--- src/rtl/gp_sum_pkg.sv ---
// Shared constants, triple type and group lookahead helper for the
// generate/half-sum/propagate carry resolver.
package gp_sum_pkg;

    localparam int WIDTH   = 6;
    localparam int GROUP   = 3;
    localparam int NGROUPS = WIDTH / GROUP;

    // One bit-cell result: generate, half-sum, propagate.
    typedef struct packed {
        logic g;
        logic h;
        logic p;
    } triple_t;

    // Group generate (ripple of g through p, LSB first) and group propagate.
    // Returns {G, P}.
    function automatic logic [1:0] group_gp(input logic [GROUP-1:0] g,
                                            input logic [GROUP-1:0] p);
        logic v_g;
        logic v_p;
        v_g = 1'b0;
        v_p = 1'b1;
        for (int k = 0; k < GROUP; k++) begin
            v_g = g[k] | (p[k] & v_g);
            v_p = v_p & p[k];
        end
        return {v_g, v_p};
    endfunction

endpackage

--- src/rtl/gp_sum_resolver_if.sv ---
// Stream bundle around the resolver: triple vector in, resolved sum out.
// master = surrounding datapath (upstream producer + downstream consumer),
// slave  = the resolver itself.
interface gp_sum_resolver_if #(
    parameter int WIDTH = gp_sum_pkg::WIDTH
);

    logic             in_valid;
    logic             in_ready;
    logic [WIDTH-1:0] g_in;
    logic [WIDTH-1:0] h_in;
    logic [WIDTH-1:0] p_in;
    logic             cin;

    logic             out_valid;
    logic             out_ready;
    logic [WIDTH-1:0] sum;
    logic             cout;
    logic             ovf;

    modport master (
        output in_valid, g_in, h_in, p_in, cin, out_ready,
        input  in_ready, out_valid, sum, cout, ovf
    );

    modport slave (
        input  in_valid, g_in, h_in, p_in, cin, out_ready,
        output in_ready, out_valid, sum, cout, ovf
    );

endinterface

--- src/rtl/gp_group_carry.sv ---
// In-group carry ripple and sum bits for one lookahead group.
// Generate is rebuilt as p & ~h so only h and p need to be carried.
module gp_group_carry #(
    parameter int GROUP = gp_sum_pkg::GROUP
) (
    input  logic [GROUP-1:0] i_h,
    input  logic [GROUP-1:0] i_p,
    input  logic             i_cin,
    output logic [GROUP-1:0] o_sum
);

    logic w_c;

    // Ripple the group carry-in across the group, producing each sum bit.
    always_comb begin
        w_c   = i_cin;
        o_sum = '0;
        for (int k = 0; k < GROUP; k++) begin
            o_sum[k] = i_h[k] ^ w_c;
            w_c      = (i_p[k] & ~i_h[k]) | (i_p[k] & w_c);
        end
    end

endmodule

--- src/rtl/gp_sum_resolver.sv ---
// Two-stage carry resolver: stage 1 registers h/p/cin and group G/P,
// stage 2 resolves group and in-group carries into sum/cout/ovf.
// Valid/ready ready-chain with no skid buffer; sticky illegal-triple flag.
module gp_sum_resolver
    import gp_sum_pkg::*;
(
    input  logic             clk,
    input  logic             rst_n,
    gp_sum_resolver_if.slave bus,
    input  logic             err_clr,
    output logic             err
);

    // Handshake / control
    logic                 w_s2_adv;
    logic                 w_s1_adv;
    logic                 w_accept;
    logic                 w_illegal;

    // Input stage combinational
    triple_t [WIDTH-1:0]  w_trip;
    logic [WIDTH-1:0]     w_g_rec_p0;
    logic [NGROUPS-1:0]   w_G_p0;
    logic [NGROUPS-1:0]   w_P_p0;

    // Stage 1 registers
    logic                 r_vld_p1;
    logic [WIDTH-1:0]     r_h_p1;
    logic [WIDTH-1:0]     r_p_p1;
    logic                 r_cin_p1;
    logic [NGROUPS-1:0]   r_G_p1;
    logic [NGROUPS-1:0]   r_P_p1;

    // Stage 2 combinational
    logic [NGROUPS:0]     w_C_p1;
    logic [WIDTH-1:0]     w_sum_p1;
    logic                 w_ovf_p1;

    // Stage 2 (output) registers
    logic                 r_vld_p2;
    logic [WIDTH-1:0]     r_sum_p2;
    logic                 r_cout_p2;
    logic                 r_ovf_p2;
    logic                 r_err;

    assign w_s2_adv     = !r_vld_p2 || bus.out_ready;
    assign w_s1_adv     = !r_vld_p1 || w_s2_adv;
    assign w_accept     = bus.in_valid && w_s1_adv;
    assign bus.in_ready = w_s1_adv;

    // ---- p0: incoming triples, legality and group lookahead ----
    for (genvar k = 0; k < WIDTH; k++) begin : g_trip
        assign w_trip[k].g = bus.g_in[k];
        assign w_trip[k].h = bus.h_in[k];
        assign w_trip[k].p = bus.p_in[k];
    end

    // Generate recovered from h/p so an illegal vector still resolves from h and p alone.
    assign w_g_rec_p0 = bus.p_in & ~bus.h_in;

    // Flag any bit whose triple cannot come from a real x/y pair.
    always_comb begin
        w_illegal = 1'b0;
        for (int k = 0; k < WIDTH; k++) begin
            if ((w_trip[k].g & ~w_trip[k].p) |
                (w_trip[k].h & ~w_trip[k].p) |
                (w_trip[k].g &  w_trip[k].h) |
                (w_trip[k].p & ~w_trip[k].g & ~w_trip[k].h)) begin
                w_illegal = 1'b1;
            end
        end
    end

    // Per-group generate/propagate.
    always_comb begin
        w_G_p0 = '0;
        w_P_p0 = '0;
        for (int i = 0; i < NGROUPS; i++) begin
            {w_G_p0[i], w_P_p0[i]} = group_gp(w_g_rec_p0[i*GROUP +: GROUP],
                                              bus.p_in[i*GROUP +: GROUP]);
        end
    end

    // ---- p1: stage 1 registers ----
    // Stage 1 valid moves whenever stage 1 may advance.
    always_ff @(posedge clk or negedge rst_n) begin
        if (!rst_n) begin
            r_vld_p1 <= 1'b0;
        end else if (w_s1_adv) begin
            r_vld_p1 <= bus.in_valid;
        end
    end

    // Stage 1 data captured only on an accepted transfer.
    always_ff @(posedge clk) begin
        if (w_accept) begin
            r_h_p1   <= bus.h_in;
            r_p_p1   <= bus.p_in;
            r_cin_p1 <= bus.cin;
            r_G_p1   <= w_G_p0;
            r_P_p1   <= w_P_p0;
        end
    end

    // Group carry-ins from the registered lookahead terms.
    always_comb begin
        w_C_p1    = '0;
        w_C_p1[0] = r_cin_p1;
        for (int i = 0; i < NGROUPS; i++) begin
            w_C_p1[i+1] = r_G_p1[i] | (r_P_p1[i] & w_C_p1[i]);
        end
    end

    for (genvar i = 0; i < NGROUPS; i++) begin : g_grp
        gp_group_carry #(
            .GROUP (GROUP)
        ) u_grp (
            .i_h   (r_h_p1[i*GROUP +: GROUP]),
            .i_p   (r_p_p1[i*GROUP +: GROUP]),
            .i_cin (w_C_p1[i]),
            .o_sum (w_sum_p1[i*GROUP +: GROUP])
        );
    end

    // Carry into the MSB is recovered from its sum bit: c = sum ^ h.
    assign w_ovf_p1 = w_C_p1[NGROUPS] ^ w_sum_p1[WIDTH-1] ^ r_h_p1[WIDTH-1];

    // ---- p2: output registers ----
    // Output stage loads a new result whenever the consumer frees it.
    always_ff @(posedge clk or negedge rst_n) begin
        if (!rst_n) begin
            r_vld_p2  <= 1'b0;
            r_sum_p2  <= '0;
            r_cout_p2 <= 1'b0;
            r_ovf_p2  <= 1'b0;
        end else if (w_s2_adv) begin
            r_vld_p2 <= r_vld_p1;
            if (r_vld_p1) begin
                r_sum_p2  <= w_sum_p1;
                r_cout_p2 <= w_C_p1[NGROUPS];
                r_ovf_p2  <= w_ovf_p1;
            end
        end
    end

    // Sticky error: a new illegal accept beats a simultaneous clear.
    always_ff @(posedge clk or negedge rst_n) begin
        if (!rst_n) begin
            r_err <= 1'b0;
        end else if (w_accept && w_illegal) begin
            r_err <= 1'b1;
        end else if (err_clr) begin
            r_err <= 1'b0;
        end
    end

    assign bus.out_valid = r_vld_p2;
    assign bus.sum       = r_sum_p2;
    assign bus.cout      = r_cout_p2;
    assign bus.ovf       = r_ovf_p2;
    assign err           = r_err;

endmodule

--- src/flat_wrapper.sv ---
// flat-port wrapper written by rule: the top's interface ports become plain ports
module gp_sum_resolver_flat import gp_sum_pkg::*;
  (clk, rst_n, err_clr, err, bus_in_valid, bus_g_in, bus_h_in, bus_p_in, bus_cin, bus_out_ready, bus_in_ready, bus_out_valid, bus_sum, bus_cout, bus_ovf);
  gp_sum_resolver_if bus_i ();
  input  logic clk;
  input  logic rst_n;
  input  logic err_clr;
  output logic err;
  input wire logic [$bits(bus_i.in_valid)-1:0] bus_in_valid;
  input wire logic [$bits(bus_i.g_in)-1:0] bus_g_in;
  input wire logic [$bits(bus_i.h_in)-1:0] bus_h_in;
  input wire logic [$bits(bus_i.p_in)-1:0] bus_p_in;
  input wire logic [$bits(bus_i.cin)-1:0] bus_cin;
  input wire logic [$bits(bus_i.out_ready)-1:0] bus_out_ready;
  output wire logic [$bits(bus_i.in_ready)-1:0] bus_in_ready;
  output wire logic [$bits(bus_i.out_valid)-1:0] bus_out_valid;
  output wire logic [$bits(bus_i.sum)-1:0] bus_sum;
  output wire logic [$bits(bus_i.cout)-1:0] bus_cout;
  output wire logic [$bits(bus_i.ovf)-1:0] bus_ovf;
  assign bus_i.in_valid = bus_in_valid;
  assign bus_i.g_in = bus_g_in;
  assign bus_i.h_in = bus_h_in;
  assign bus_i.p_in = bus_p_in;
  assign bus_i.cin = bus_cin;
  assign bus_i.out_ready = bus_out_ready;
  assign bus_in_ready = bus_i.in_ready;
  assign bus_out_valid = bus_i.out_valid;
  assign bus_sum = bus_i.sum;
  assign bus_cout = bus_i.cout;
  assign bus_ovf = bus_i.ovf;
  gp_sum_resolver u_core (.clk(clk), .rst_n(rst_n), .bus(bus_i), .err_clr(err_clr), .err(err));
endmodule
--- config.mk ---
export PLATFORM = sky130hd
export DESIGN_NAME = gp_sum_resolver_flat
export DESIGN_NICKNAME = d
export VERILOG_FILES = /design/src/rtl/gp_sum_pkg.sv /design/src/rtl/gp_sum_resolver_if.sv /design/src/rtl/gp_group_carry.sv /design/src/rtl/gp_sum_resolver.sv /design/src/flat_wrapper.sv
export SDC_FILE = /design/constraint.sdc
export NUM_CORES = 1
export LEC_CHECK = 0
export ABC_AREA = 1
export CAP_MARGIN = 5
export CORE_UTILIZATION = 45
export DETAILED_ROUTE_END_ITERATION = 8
export HOLD_SLACK_MARGIN = 0.02
export PLACE_DENSITY = 0.75
export SLEW_MARGIN = 40
export SYNTH_ARGS = -nofsm -noshare
export SYNTH_HDL_FRONTEND = slang
export SYNTH_SLANG_ARGS = --single-unit
--- constraint.sdc ---
create_clock -name clk -period 4.37 [get_ports clk]
set_clock_uncertainty 0.2 [all_clocks]
set_input_delay 1.311 -clock clk [delete_from_list [all_inputs] [get_ports clk]]
set_output_delay 1.311 -clock clk [all_outputs]
set_load 0.01 [all_outputs]
==> results.sh <==
export IMPL_status="finished, final reports clean"
export IMPL_p_per_area_nw_per_um2=350
export IMPL_internal_power_uw=427
export IMPL_wirelength_um=2170
export IMPL_worst_setup_path_start_kind="primary input"
export IMPL_synth_ff_latch_count=26
export IMPL_synth_area_leaders="edfxtp_1 (35%), dfrtp_1 (21%), nand2_1 (13%)"
export IMPL_r2r_cells=3
export IMPL_num_antenna_cells=0
export IMPL_final_cells=217
export IMPL_grtUsageTotal=0.158
export IMPL_htreeDepth=1
export IMPL_die_h_um=55.4
export IMPL_crit_chain="clkdlybuf4s50_1, inv_1, nand3_1, clkdlybuf4s50_1"
export IMPL_ir_drop_uv=255
export IMPL_maxSlewHeadroom=0.646
export IMPL_critPathMaxFanout=3
export IMPL_hold_class="reg -> reg"
export IMPL_ys_warn_count=0
export IMPL_drive_gt1_frac=0.0963
export IMPL_vias=1052
export IMPL_p_sw_uw=162
export IMPL_max_stage_delay_ns=0.55
export IMPL_switching_share=0.275
export IMPL_initial_core_util=0.495
export IMPL_rr_startpoint="u_core.bus.out_valid$_DFFE_PN0P_"
export IMPL_die_w_um=55.4
export IMPL_postRouteAntennaNets=0
export IMPL_synth_yosys_seq_area_share=0.566
export IMPL_wl_per_cell_um=10.0
export IMPL_final_util=0.651
export IMPL_synth_avg_cell_area_um2=8.60
export IMPL_synth_distinct_cells=21
export IMPL_core_um2=2590
export IMPL_grt_overflow_total=0
export IMPL_tightest_slew_ns=0.530
export IMPL_cts_tree="built"
export IMPL_tns_ns=0
export IMPL_drv_cap=0
export IMPL_fin_crit_sh=0.909
export IMPL_post_synth_top_area_fraction=0.352
export IMPL_syn_to_final_growth_pct=31.5
export IMPL_grt_pass1_wl_um=3910
export IMPL_antenna_found_initial=0
export IMPL_p_leak_nw=0.788
export IMPL_place_inst=213
export IMPL_grt_pass1_vias=984
export IMPL_postCtsSetupBuffers=0
export IMPL_crit_path_end_kind="output pin"
export IMPL_drtIter0Drc=17
export IMPL_comb_power_share=0.289
export IMPL_placed_area_um2=1660
export IMPL_synth_area_leader_cell="edfxtp_1"
export IMPL_holdPathStages=2
export IMPL_dp_hpwl_um=1760
export IMPL_vias_per_cell=4.85
export IMPL_critPathSlowestCell="clkdlybuf4s50_1"
export IMPL_insertion_delay_ns=0.31
export IMPL_final_area_um2=1690
export IMPL_setup_violations=0
export IMPL_endpoint="bus_in_ready"
export IMPL_worst_slack_ns=0.399
export IMPL_path_class="in -> out"
export IMPL_r2r_end="u_core.r_p_p1[3]$_DFFE_PP_"
export IMPL_min_period_ns=3.97
export IMPL_postCtsHoldBufs=0
export IMPL_grt_max_degree=17
export IMPL_clockPowerShare=0.167
export IMPL_die_area_um2=3060
export IMPL_place_ws_ns=0.399
export IMPL_syn_inst=149
export IMPL_crit_arrival_ns=2.46
export IMPL_hold_viol_final=0
export IMPL_port_buffers=34
export IMPL_cts_resized=0
export IMPL_rrSetupSlack_ns=2.78
export IMPL_num_rows=18
export IMPL_cp_data_required_time_ns=2.86
export IMPL_clock_root_buffer="clkbuf_4"
export IMPL_drc=0
export IMPL_maxSlewViolCount=0
export IMPL_layout_nets=212
export IMPL_cts_max_path_buffers=2
export IMPL_clkSinkCount=26
export IMPL_clkTransAtPathRegs_ns=0.13
export IMPL_numCtsBuffers=3
export IMPL_max_freq_mhz=252
export IMPL_pwr_share_seq=0.544
export IMPL_firstDrtPassIters=3
export IMPL_gp_congestion=0.771
export IMPL_path_common_cell="clkdlybuf4s50_1"
export IMPL_startpoint="bus_out_ready"
export IMPL_top_level_ports=35
export IMPL_synth_nets=173
export IMPL_rsz0062_at_grt="false"
export IMPL_syn_area_um2=1280
==> how the worst min path moves through the flow <==
| stage | startpoint | to | slack (ns) |
|---|---|---|---|
| final | u_core.bus.sum[2]$_DFFE_PN0P_ | u_core.bus.sum[2]$_DFFE_PN0P_ | 0.29 |
| after floorplan | u_core.r_h_p1[1]$_DFFE_PP_ | u_core.bus.sum[1]$_DFFE_PN0P_ | 0.31 |
| after CTS | u_core.bus.sum[2]$_DFFE_PN0P_ | u_core.bus.sum[2]$_DFFE_PN0P_ | 0.30 |
| after detailed placement | u_core.bus.sum[2]$_DFFE_PN0P_ | u_core.bus.sum[2]$_DFFE_PN0P_ | 0.27 |
| after global routing | u_core.bus.sum[2]$_DFFE_PN0P_ | u_core.bus.sum[2]$_DFFE_PN0P_ | 0.33 |
| after global placement | u_core.bus.sum[2]$_DFFE_PN0P_ | u_core.bus.sum[2]$_DFFE_PN0P_ | 0.26 |
==> cell type report <==
cell class              instances  area [um2]
clock buffers                   4        26.3
fillers                       211         905
flip-flops and latches         26         726
multi-input cells              95         450
repair buffers                 34         340
well taps                      30        37.5
inverters                      28         105
==> worst max-delay path: cells and delay by family <==
| kind | cells | cell delay, ns |
|---|---|---|
| buffers and inverters | 3 | 1.06 |
| AND/OR/NAND/NOR | 1 | 0.10 |
==> cell usage after synthesis <==
master / count
inv_1: 24
nor2_1: 9
a21oi_1: 1
nor3_1: 1
o21bai_1: 1
dfrtp_1: 11
edfxtp_1: 15
inv_2: 4
nand2_2: 6
nand3_2: 2
nand2_1: 45
o21ai_2: 1
nor2_2: 2
xnor2_1: 1
o21ai_1: 2
a21o_1: 1
nand3_1: 13
or2_1: 2
nand4_1: 1
a31oi_1: 5
o21ai_0: 2
==> stage by stage <==
stage | total power, mW | hold WS (ns)
3_3_place_gp | 0.493 | 0.263
3_5_place_dp | 0.499 | 0.266
2_1_floorplan | 0.403 | 0.306
5_1_grt | 0.628 | 0.330
4_1_cts | 0.596 | 0.299
6_report | 0.590 | 0.293
==> routing by layer <==
layer  wire length [um]  share of wire  global-route usage  vias up
li1                   -              -                   -      553
met1                986           0.45               0.194      466
met2               1070           0.49               0.277       31
met3                 87          0.040              0.0164        2
met4                 27          0.012              0.0750        0
met5                  0              0                   0        -
==> power by group through the flow <==
stage | Combinational [mW] | Sequential, mW | Clock [mW]
2_1_floorplan | 0.0666 | 0.337 | 0
3_3_place_gp | 0.169 | 0.324 | 0
3_5_place_dp | 0.172 | 0.327 | 0
4_1_cts | 0.173 | 0.321 | 0.103
5_1_grt | 0.190 | 0.325 | 0.113
6_report | 0.170 | 0.321 | 0.0987
==> flip-flops by register name, indices dropped and copies added, names as in the netlist <==
name	cells
u_core.r_p_p1	4
u_core.r_h_p1	6
u_core.r_P_p1	2
u_core.bus.ovf	1
u_core.err	1
u_core.bus.sum	6
u_core.bus.out_valid	1
u_core.r_cin_p1	1
u_core.r_G_p1	2
u_core.bus.cout	1
u_core.r_vld_p1	1
==> logic make-up after synthesis <==
group / Yosys count / synth area share
compound gates: 13 / 0.0625
buf+inv: 28 / 0.0820
xor+xnor: 1 / 0.00684
simple gates: 81 / 0.282
flops: 26 / 0.566
==> placed cells by master, fill, tap and decap left out <==
cell type / netlist / final
nor2_2: 2 / 2
nor2_1: 9 / 9
nand3_1: 13 / 13
xnor2_1: 1 / 1
clkdlybuf4s50_1: 0 / 34
nand4_1: 1 / 1
nand2_2: 6 / 6
or2_1: 2 / 2
nor3_1: 1 / 1
a21o_1: 1 / 1
o21ai_1: 2 / 2
nand3_2: 2 / 2
o21ai_2: 1 / 1
a31oi_1: 5 / 5
o21ai_0: 2 / 2
inv_2: 4 / 4
a21oi_1: 1 / 1
edfxtp_1: 15 / 15
o21bai_1: 1 / 1
dfrtp_1: 11 / 11
nand2_1: 45 / 45
clkbuf_1: 0 / 1
inv_1: 24 / 24
clkbuf_4: 0 / 3
Power figures use the tool's default switching activity.
